===== src/rtl/load_data_unit_pkg.sv =====
// load_data_unit_pkg: shared load/store control codes, bus size encodings and size decode
package load_data_unit_pkg;

    localparam logic [5:0] LB_CONTROL  = 6'b100000;
    localparam logic [5:0] LH_CONTROL  = 6'b100001;
    localparam logic [5:0] LW_CONTROL  = 6'b100011;
    localparam logic [5:0] LBU_CONTROL = 6'b100100;
    localparam logic [5:0] LHU_CONTROL = 6'b100101;
    localparam logic [5:0] SB_CONTROL  = 6'b101000;
    localparam logic [5:0] SH_CONTROL  = 6'b101001;
    localparam logic [5:0] SW_CONTROL  = 6'b101011;

    localparam logic [1:0] SIZE_B = 2'd0;
    localparam logic [1:0] SIZE_H = 2'd1;
    localparam logic [1:0] SIZE_W = 2'd2;

    function automatic logic [1:0] size_of(input logic [5:0] ctl);
        return (ctl == LW_CONTROL || ctl == SW_CONTROL) ? SIZE_W :
               (ctl == LH_CONTROL || ctl == LHU_CONTROL || ctl == SH_CONTROL) ? SIZE_H : SIZE_B;
    endfunction

endpackage


===== src/rtl/load_data_unit_extend.sv =====
// load_extend: selects the addressed byte/halfword of a raw word and sign/zero-extends it
module load_extend
    import load_data_unit_pkg::*;
(
    input  logic [31:0] rdata,
    input  logic [1:0]  off,
    input  logic [5:0]  alucontrolM,
    output logic [31:0] result
);

    logic [7:0]  b;
    logic [15:0] h;

    // byte lane by offset, halfword lane by offset[1], then extend per load type
    always_comb begin
        b      = rdata[{off, 3'b000} +: 8];
        h      = off[1] ? rdata[31:16] : rdata[15:0];
        result = (alucontrolM == LB_CONTROL)  ? {{24{b[7]}}, b} :
                 (alucontrolM == LBU_CONTROL) ? {24'd0, b} :
                 (alucontrolM == LH_CONTROL)  ? {{16{h[15]}}, h} :
                 (alucontrolM == LHU_CONTROL) ? {16'd0, h} : rdata;
    end

endmodule


===== src/rtl/load_data_unit.sv =====
// load_data_unit: M-stage load controller for the SRAM-like data port with extraction and AdEL
module load_data_unit
    import load_data_unit_pkg::*;
(
    input  logic        clk,
    input  logic        rst,
    input  logic        memreadM,
    input  logic [5:0]  alucontrolM,
    input  logic [31:0] aluoutM,
    input  logic        flushM,
    input  logic        stallext,
    output logic        data_req,
    output logic [1:0]  data_size,
    output logic [31:0] data_addr,
    input  logic        data_addr_ok,
    input  logic        data_data_ok,
    input  logic [31:0] data_rdata,
    output logic [31:0] readdataM,
    output logic        stallM,
    output logic        adelM
);

    typedef enum logic [2:0] {S_IDLE, S_REQ, S_WAIT, S_KILL, S_DONE} state_t;

    state_t      state_q;
    logic [31:0] readdata_q;
    logic [31:0] ext_d;
    logic        is_h, is_w, go, idle;

    load_extend u_ext (
        .rdata       (data_rdata),
        .off         (aluoutM[1:0]),
        .alucontrolM (alucontrolM),
        .result      (ext_d)
    );

    // alignment check and request/stall handshake; address and size come straight from M-stage regs
    always_comb begin
        is_h      = (alucontrolM == LH_CONTROL) || (alucontrolM == LHU_CONTROL);
        is_w      = (alucontrolM == LW_CONTROL);
        adelM     = memreadM & ((is_h & aluoutM[0]) | (is_w & (aluoutM[1] | aluoutM[0])));
        go        = memreadM & ~adelM & ~flushM;
        idle      = (state_q == S_IDLE);
        data_req  = (idle & go) | (state_q == S_REQ);
        stallM    = (idle & go) | (state_q == S_REQ) | (state_q == S_WAIT) | (state_q == S_KILL);
        data_size = size_of(alucontrolM);
        data_addr = aluoutM;
        readdataM = readdata_q;
    end

    // transaction FSM; result is latched only when data returns unflushed in WAIT
    always_ff @(posedge clk) begin
        if (rst) begin
            state_q    <= S_IDLE;
            readdata_q <= 32'd0;
        end else begin
            case (state_q)
                S_IDLE: if (go) state_q <= data_addr_ok ? S_WAIT : S_REQ;
                S_REQ:  state_q <= data_addr_ok ? S_WAIT : flushM ? S_IDLE : S_REQ;
                S_WAIT: begin
                    if (data_data_ok) state_q <= flushM ? S_IDLE : S_DONE;
                    else if (flushM) state_q <= S_KILL;
                    if (data_data_ok && !flushM) readdata_q <= ext_d;
                end
                S_KILL: if (data_data_ok) state_q <= S_IDLE;
                S_DONE: if (!stallext || flushM) state_q <= S_IDLE;
                default: state_q <= S_IDLE;
            endcase
        end
    end

endmodule


===== config.mk =====
export PLATFORM = sky130hd
export DESIGN_NAME = load_data_unit
export DESIGN_NICKNAME = d
export VERILOG_FILES = /design/src/rtl/load_data_unit_pkg.sv /design/src/rtl/load_data_unit_extend.sv /design/src/rtl/load_data_unit.sv
export SDC_FILE = /design/constraint.sdc
export NUM_CORES = 1
export LEC_CHECK = 0
export CORE_ASPECT_RATIO = 1.2
export CORE_MARGIN = 10
export CORE_UTILIZATION = 35
export CTS_BUF_LIST = sky130_fd_sc_hd__clkbuf_16
export CTS_CLUSTER_DIAMETER = 80
export DETAILED_ROUTE_END_ITERATION = 12
export PLACE_DENSITY = 0.87
export RECOVER_POWER = 50
export SLEW_MARGIN = 20
export SYNTH_ARGS = -nofsm -noshare
export SYNTH_HDL_FRONTEND = slang
export SYNTH_SLANG_ARGS = --single-unit
export TNS_END_PERCENT = 100

===== constraint.sdc =====
create_clock -name clk -period 1.9 [get_ports clk]
set_input_delay 0.475 -clock clk [delete_from_list [all_inputs] [get_ports clk]]
set_output_delay 0.475 -clock clk [all_outputs]
set_load 0.02 [all_outputs]

==> flow_metrics.env, run 1 <==
export IMPL_synthMuxAreaShare_pct=8.475
export IMPL_fp_coreArea_um2=6895
export IMPL_max_cap_viol_count=0
export IMPL_grt_pass1_vias=2614
export IMPL_grt_max_degree=42
export IMPL_period_share_pct=106.7
export IMPL_pwr_density_cell_nw_per_um2=620.1
export IMPL_rsz0062_at_grt="yes"
export IMPL_synth_area_per_cell_um2=8.900
export IMPL_synth_fp_nets=359
export IMPL_synth_seq_area_share_pct=27.92
export IMPL_multi_input_area_um2=1489
export IMPL_drt_total_wl_mm=8.830
export IMPL_status="finished with violations"
export IMPL_drc=0
export IMPL_endpoint_kind="primary output"
export IMPL_finalHoldViolCount=0
export IMPL_internal_power_mw=1.678
export IMPL_clockBufferDepth=2
export IMPL_clkTransAtPathRegs_ns=0.06
export IMPL_switchingPower_uw=602.3
export IMPL_swShare_pct=26.41
export IMPL_die_w_um=97.31
export IMPL_synth_edff_count=0
export IMPL_clk_latency_ns=0.28
export IMPL_power_leakage_nw=1.333
export IMPL_grt_overflow_total=0
export IMPL_synth_ff_type="dfxtp_1"
export IMPL_initial_core_util_pct=36.40
export IMPL_wire_per_inst_um=19.58
export IMPL_async_flop_share_pct=0
export IMPL_fin_cells=451
export IMPL_post_route_min_period_ns=2.027
export IMPL_violations="setup timing"
export IMPL_num_fill_cells=579
export IMPL_fmax_mhz=493.4
export IMPL_antenna_found_initial=0
export IMPL_cts_sinks=35
export IMPL_ys_ff_latch=35
export IMPL_finalPower_mw=2.280
export IMPL_dp_cells=438
export IMPL_synth_cell_types=43
export IMPL_fp_dieH_um=112.8
export IMPL_numCtsBuffers=5
export IMPL_track_usage_pct=14.79
export IMPL_io_pins=146
export IMPL_crit_type="primary input to primary output"
export IMPL_antenna_left=0
export IMPL_cp_data_arrival_time_ns=1.55
export IMPL_syn_inst=282
export IMPL_cts_tree="built"
export IMPL_seq_power_share_pct=34.2
export IMPL_placed_area_um2=3442
export IMPL_pre_cts_ws_ns=-0.8854
export IMPL_antennaDiodeCount=0
export IMPL_path_max_fanout=3
export IMPL_finalWorstSetupSlack_ns=-0.1269
export IMPL_grt_pass1_wl_mm=13.48
export IMPL_finalMaxSlewViolations=0
export IMPL_comb_power_share_pct=25.6
export IMPL_synth_area_um2=2510
export IMPL_gp_congestion=0.8638
export IMPL_worstMarginPinSlew_ns=0.4585
export IMPL_synth_simple_area_share_pct=17.70
export IMPL_root_buffer="clkbuf_16"
export IMPL_synthXorXnorAreaFrac_pct=0
export IMPL_fin_area_um2=3677
export IMPL_p_clk_share_pct=40.2
export IMPL_firstDrtPassIters=4
export IMPL_slew_headroom_pct=68.64
export IMPL_dr_first_iter_drc_count=206
export IMPL_seqCellArea_um2=700.7
export IMPL_fin_skew_ns=0.005233
export IMPL_setup_viol=30
export IMPL_area_growth_pct=46.51
export IMPL_synth_top_family_by_area="compound AO/OA/AOI/OAI gates"
export IMPL_fin_nets=440
export IMPL_r2r_slack_ns=0.28
export IMPL_layout_drive_gt1_share_pct=32.14
export IMPL_die_area_um2=10970
export IMPL_synth_compound_area_share_pct=30.31
export IMPL_worstPathRequired_ns=1.42
export IMPL_dp_hpwl_mm=6.486
export IMPL_vias_per_cell=5.470
export IMPL_peakVddDrop_mv=0.4091
export IMPL_rows=33
export IMPL_yosysWarningCount=0
export IMPL_cts_max_level=2
export IMPL_hp_class="primary input to flip-flop"
export IMPL_synth_fa_ha_area_share_pct=0
export IMPL_io_buffer_count=85
export IMPL_startpoint_type="primary input"
export IMPL_dr_total_vias=2467
==> layout by cell type, fill, tap and decap left out, drive strengths merged <==
cell type      netlist  layout
or3                  6       6
nor4b                1       1
and4b                1       1
o32ai                1       1
clkinv               0       2
dlygate4sd2          0       3
mux2                 2       2
mux2i                1       1
o22ai                4       4
clkdlybuf4s50        0      69
dfxtp               35      35
nor2                45      45
o311ai               1       1
nor4                 1       1
o211ai               4       4
a311oi               4       4
nand4bb              1       1
bufinv               0       1
clkdlybuf4s15        0       1
mux4                 8       8
nand3                8       8
nand2b               2       2
clkbuf              14       8
o32a                 1       1
a2111oi              1       1
or4b                 1       1
a21boi               2       2
a21o                 9       9
a211oi              30      30
nor3                 4       4
inv                  7       7
a21oi                2       2
nor3b                1       1
a221oi               4       4
o21ai               24      24
nand2               10      10
and2                 1       1
nor2b                4       4
nand3b               1       1
buf                 41      53
==> power by group through the flow <==
| stage | Clock (mW) | Combinational, mW | Sequential, mW |
|---|---|---|---|
| final | 0.917 | 0.584 | 0.780 |
| after floorplan | 0 | 0.357 | 0.818 |
| after global routing | 0.960 | 0.621 | 0.783 |
| after detailed placement | 0 | 0.562 | 0.794 |
| after global placement | 0 | 0.551 | 0.793 |
| after CTS | 0.930 | 0.562 | 0.779 |
==> Yosys cell counts, drive strengths merged (2+ instances only) <==
cell,number,area (um2)
a21oi,2,10.01
nand3,8,40.04
o21ai,24,120.1
nor2b,4,25.02
dfxtp,35,700.7
a221oi,4,35.03
a211oi,30,325.3
a21boi,2,18.77
nand2,10,37.54
o211ai,4,30.03
o22ai,4,50.05
a21o,9,67.56
a311oi,4,60.06
buf,41,312.8
nor3,4,25.02
mux4,8,180.2
or3,6,37.54
mux2,2,22.52
nand2b,2,12.51
nor2,45,192.7
inv,7,26.28
clkbuf,14,52.55
==> routing by layer <==
layer	part of all wire (%)	wire length [um]	GRT usage [%]
met5	0	0	0
met2	51	4504	25.76
met4	3.2	281	6.602
met3	9.9	878	6.086
met1	36	3166	15.30
==> registers in the layout, summed over array words and instances (netlist names) <==
signal     count
readdataM     32
state_q        3
==> per-stage QoR <==
stage	hold WS, ns	util [%]	setup TNS (ns)
floorplan	0.5550	-	0
global placement	0.4860	49.92	-22.14
detailed placement	0.4949	49.92	-23.88
CTS	0.4146	52.20	-0.2516
global route	0.4328	53.33	-4.240
finish	0.4253	53.33	-2.252
==> kinds of logic (layout without fill, tap and decap cells) <==
family	after synthesis	count (layout)
flip-flops	35	35
AND/OR/NAND/NOR	87	87
buffers and inverters	62	144
multiplexers	11	11
AO/OA/AOI/OAI	87	87
==> path summary, 6_finish.rpt <==
path	from	to	depth (start not counted)
max	aluoutM[0]	stallM	6
min	rst	state_q[2]	2
max reg2reg	state_q[0]	state_q[0]	5
min reg2reg	readdataM[17]	readdataM[17]	2
==> timing repair <==
| item | CTS | global route |
|---|---|---|
| endpoints found under the setup margin | 39 | 37 |
| pin swaps | 7 | 2 |
| resized for setup | 54 | 14 |
| setup buffers | 2 | 1 |
| hold buffers | 0 | 0 |
| cloned | 0 | 2 |
==> worst max-delay path: stages <==
cell and delay (ns):
dlygate4sd2_1 0.24, a21oi_2 0.05, or3_4 0.41, a21boi_4 0.19, nor2_2 0.05, buf_6 0.14
==> layout make-up <==
type	count	area share [%]
tap	87	2.960
sequential	35	19.05
inverter	7	0.7145
clock inverter	3	1.055
multi-input combinational	185	40.49
timing repair buffer	129	32.32
clock buffer	5	3.403
Power figures use the tool's default switching activity.
==> run 2, diff against run 1 <==
clock period = 1.8 ns   (was 1.9 ns; I/O delays follow)
==> flow_metrics.env, run 2 (synthesis results as in run 1) <==
export IMPL_drt_total_wl_mm=10.33
export IMPL_status="finished with violations"
export IMPL_worstMarginPinSlew_ns=0.4987
export IMPL_comb_power_share_pct=29.9
export IMPL_rows=33
export IMPL_cts_tree="built"
export IMPL_finalWorstSetupSlack_ns=-0.1505
export IMPL_internal_power_mw=1.662
export IMPL_rsz0062_at_grt="yes"
export IMPL_seqCellArea_um2=700.7
export IMPL_area_growth_pct=57.13
export IMPL_grt_overflow_total=0
export IMPL_die_w_um=97.31
export IMPL_fmax_mhz=512.7
export IMPL_seq_power_share_pct=35.0
export IMPL_largest_reg_flops=32
export IMPL_fin_skew_ns=0.005441
export IMPL_finalPower_mw=2.354
export IMPL_switchingPower_uw=692.6
export IMPL_multi_input_area_um2=1613
export IMPL_cts_max_level=2
export IMPL_fp_coreArea_um2=6895
export IMPL_dp_hpwl_mm=6.606
export IMPL_period_share_pct=108.4
export IMPL_grt_pass1_wl_mm=14.59
export IMPL_layout_drive_gt1_share_pct=37.70
export IMPL_fin_area_um2=3944
export IMPL_setup_viol=32
export IMPL_swShare_pct=29.42
export IMPL_clkTransAtPathRegs_ns=0.05
export IMPL_hold_path_end="readdataM[4]"
export IMPL_finalMaxSlewViolations=0
export IMPL_worstReg2RegStart="state_q[1]"
export IMPL_post_route_min_period_ns=1.951
export IMPL_firstDrtPassIters=5
export IMPL_path_max_fanout=3
export IMPL_holdCritStartpoint="readdataM[4]"
export IMPL_p_clk_share_pct=35.2
export IMPL_die_area_um2=10970
export IMPL_peakVddDrop_mv=0.5501
export IMPL_startpoint_type="primary input"
export IMPL_rr_endpoint="readdataM[18]"
export IMPL_dr_total_vias=2797
export IMPL_grt_max_degree=25
export IMPL_violations="setup timing"
export IMPL_final_cell_mix="clkdlybuf4s50_1 (62), buf_4 (42), nor2_1 (40)"
export IMPL_pwr_density_cell_nw_per_um2=597.0
export IMPL_antenna_left=0
export IMPL_finalHoldViolCount=0
export IMPL_worstRegToRegCells=6
export IMPL_power_leakage_nw=1.466
export IMPL_fin_nets=451
export IMPL_dr_first_iter_drc_count=241
export IMPL_initial_core_util_pct=36.40
export IMPL_gp_congestion=0.8406
export IMPL_r2r_slack_ns=0.05
export IMPL_slew_headroom_pct=66.75
export IMPL_worstPathRequired_ns=1.35
export IMPL_endpoint_kind="primary output"
export IMPL_hp_class="flip-flop to flip-flop"
export IMPL_pre_cts_ws_ns=-0.9304
export IMPL_vias_per_cell=6.067
export IMPL_grt_pass1_vias=2827
export IMPL_crit_type="primary input to primary output"
export IMPL_clk_latency_ns=0.29
export IMPL_clockBufferDepth=2
export IMPL_root_buffer="clkbuf_16"
export IMPL_fp_dieH_um=112.8
export IMPL_max_cap_viol_count=0
export IMPL_cp_data_arrival_time_ns=1.50
export IMPL_wire_per_inst_um=22.41
export IMPL_io_buffer_count=85
export IMPL_placed_area_um2=3481
export IMPL_whs_path_depth=2
export IMPL_final_common_cell="clkdlybuf4s50_1"
export IMPL_antenna_found_initial=0
export IMPL_antennaDiodeCount=0
export IMPL_track_usage_pct=15.96
export IMPL_drc=0
export IMPL_cts_sinks=35
export IMPL_io_pins=146
export IMPL_numCtsBuffers=5
export IMPL_num_fill_cells=519
[run 2: changes by cell type in the layout (fill, tap and decap cells not counted), moves of 3 or more]
cell             delta
a221oi_1            -4
clkdlybuf4s50_1     -7
o22ai_4             +4
buf_6               +4
a211oi_2            +5
a221oi_2            +4
a211oi_1            -5
dlymetal6s2s_1      +4
o22ai_2             -4
o21ai_0             -3
o21ai_1             +4
[run 2: power groups by stage]
stage	registers (mW)	clock network (mW)	logic (mW)
after floorplan	0.863	0	0.380
after global placement	0.837	0	0.592
after detailed placement	0.839	0	0.607
after CTS	0.824	0.821	0.628
after global routing	0.826	0.861	0.739
final	0.824	0.828	0.703
[run 2: critical path: stages]
cell      delay (ns)
buf_8           0.09
a21o_1          0.18
or3_4           0.42
a21boi_4        0.16
nor2_2          0.06
buf_6           0.14
[run 2: per-layer routing]
metal / share of wire [%] / global-route usage [%] / routed length, um
met2: 49 / 27.59 / 5105
met1: 36 / 16.35 / 3755
met3: 8.1 / 5.417 / 832
met5: 0 / 0 / 0
met4: 6.2 / 9.806 / 639
[run 2: timing repair]
| action | CTS | global route |
|---|---|---|
| hold buffers | 0 | 0 |
| gates cloned | 3 | 4 |
| endpoints found under the setup margin | 40 | 39 |
| pin swaps | 11 | 20 |
| gates resized for setup | 69 | 46 |
| endpoints found under the hold margin | 0 | 0 |
| buffers inserted | 3 | 3 |
[run 2: worst max-delay path by stage]
stage,cells past startpoint,to,startpoint,slack [ns]
after global routing,6,data_req,alucontrolM[1],-0.20
after global placement,6,stallM,alucontrolM[1],-0.91
final,6,stallM,alucontrolM[1],-0.15
after detailed placement,6,stallM,alucontrolM[1],-0.93
after CTS,6,data_req,alucontrolM[4],-0.16
after floorplan,5,readdataM[0],alucontrolM[3],-0.004
[run 2: layout make-up]
type                            count  area share, %
Timing Repair Buffer              138          34.52
Sequential cell                    35          17.77
Tap cell                           87          2.760
Clock buffer                        5          3.173
Multi-Input combinational cell    187          40.89
Clock inverter                      2         0.2221
Inverter                            7         0.6662
[run 2: through the flow]
stage / utilization [%] / cells / setup TNS, ns / hold WS [ns]
2_1_floorplan: - / 282 / -0.01650 / 0.5550
3_3_place_gp: 50.48 / 441 / -24.44 / 0.4875
3_5_place_dp: 50.48 / 441 / -26.07 / 0.4969
4_1_cts: 53.71 / 454 / -2.147 / 0.5040
5_1_grt: 57.19 / 461 / -3.600 / 0.5417
6_report: 57.19 / 461 / -1.910 / 0.5175
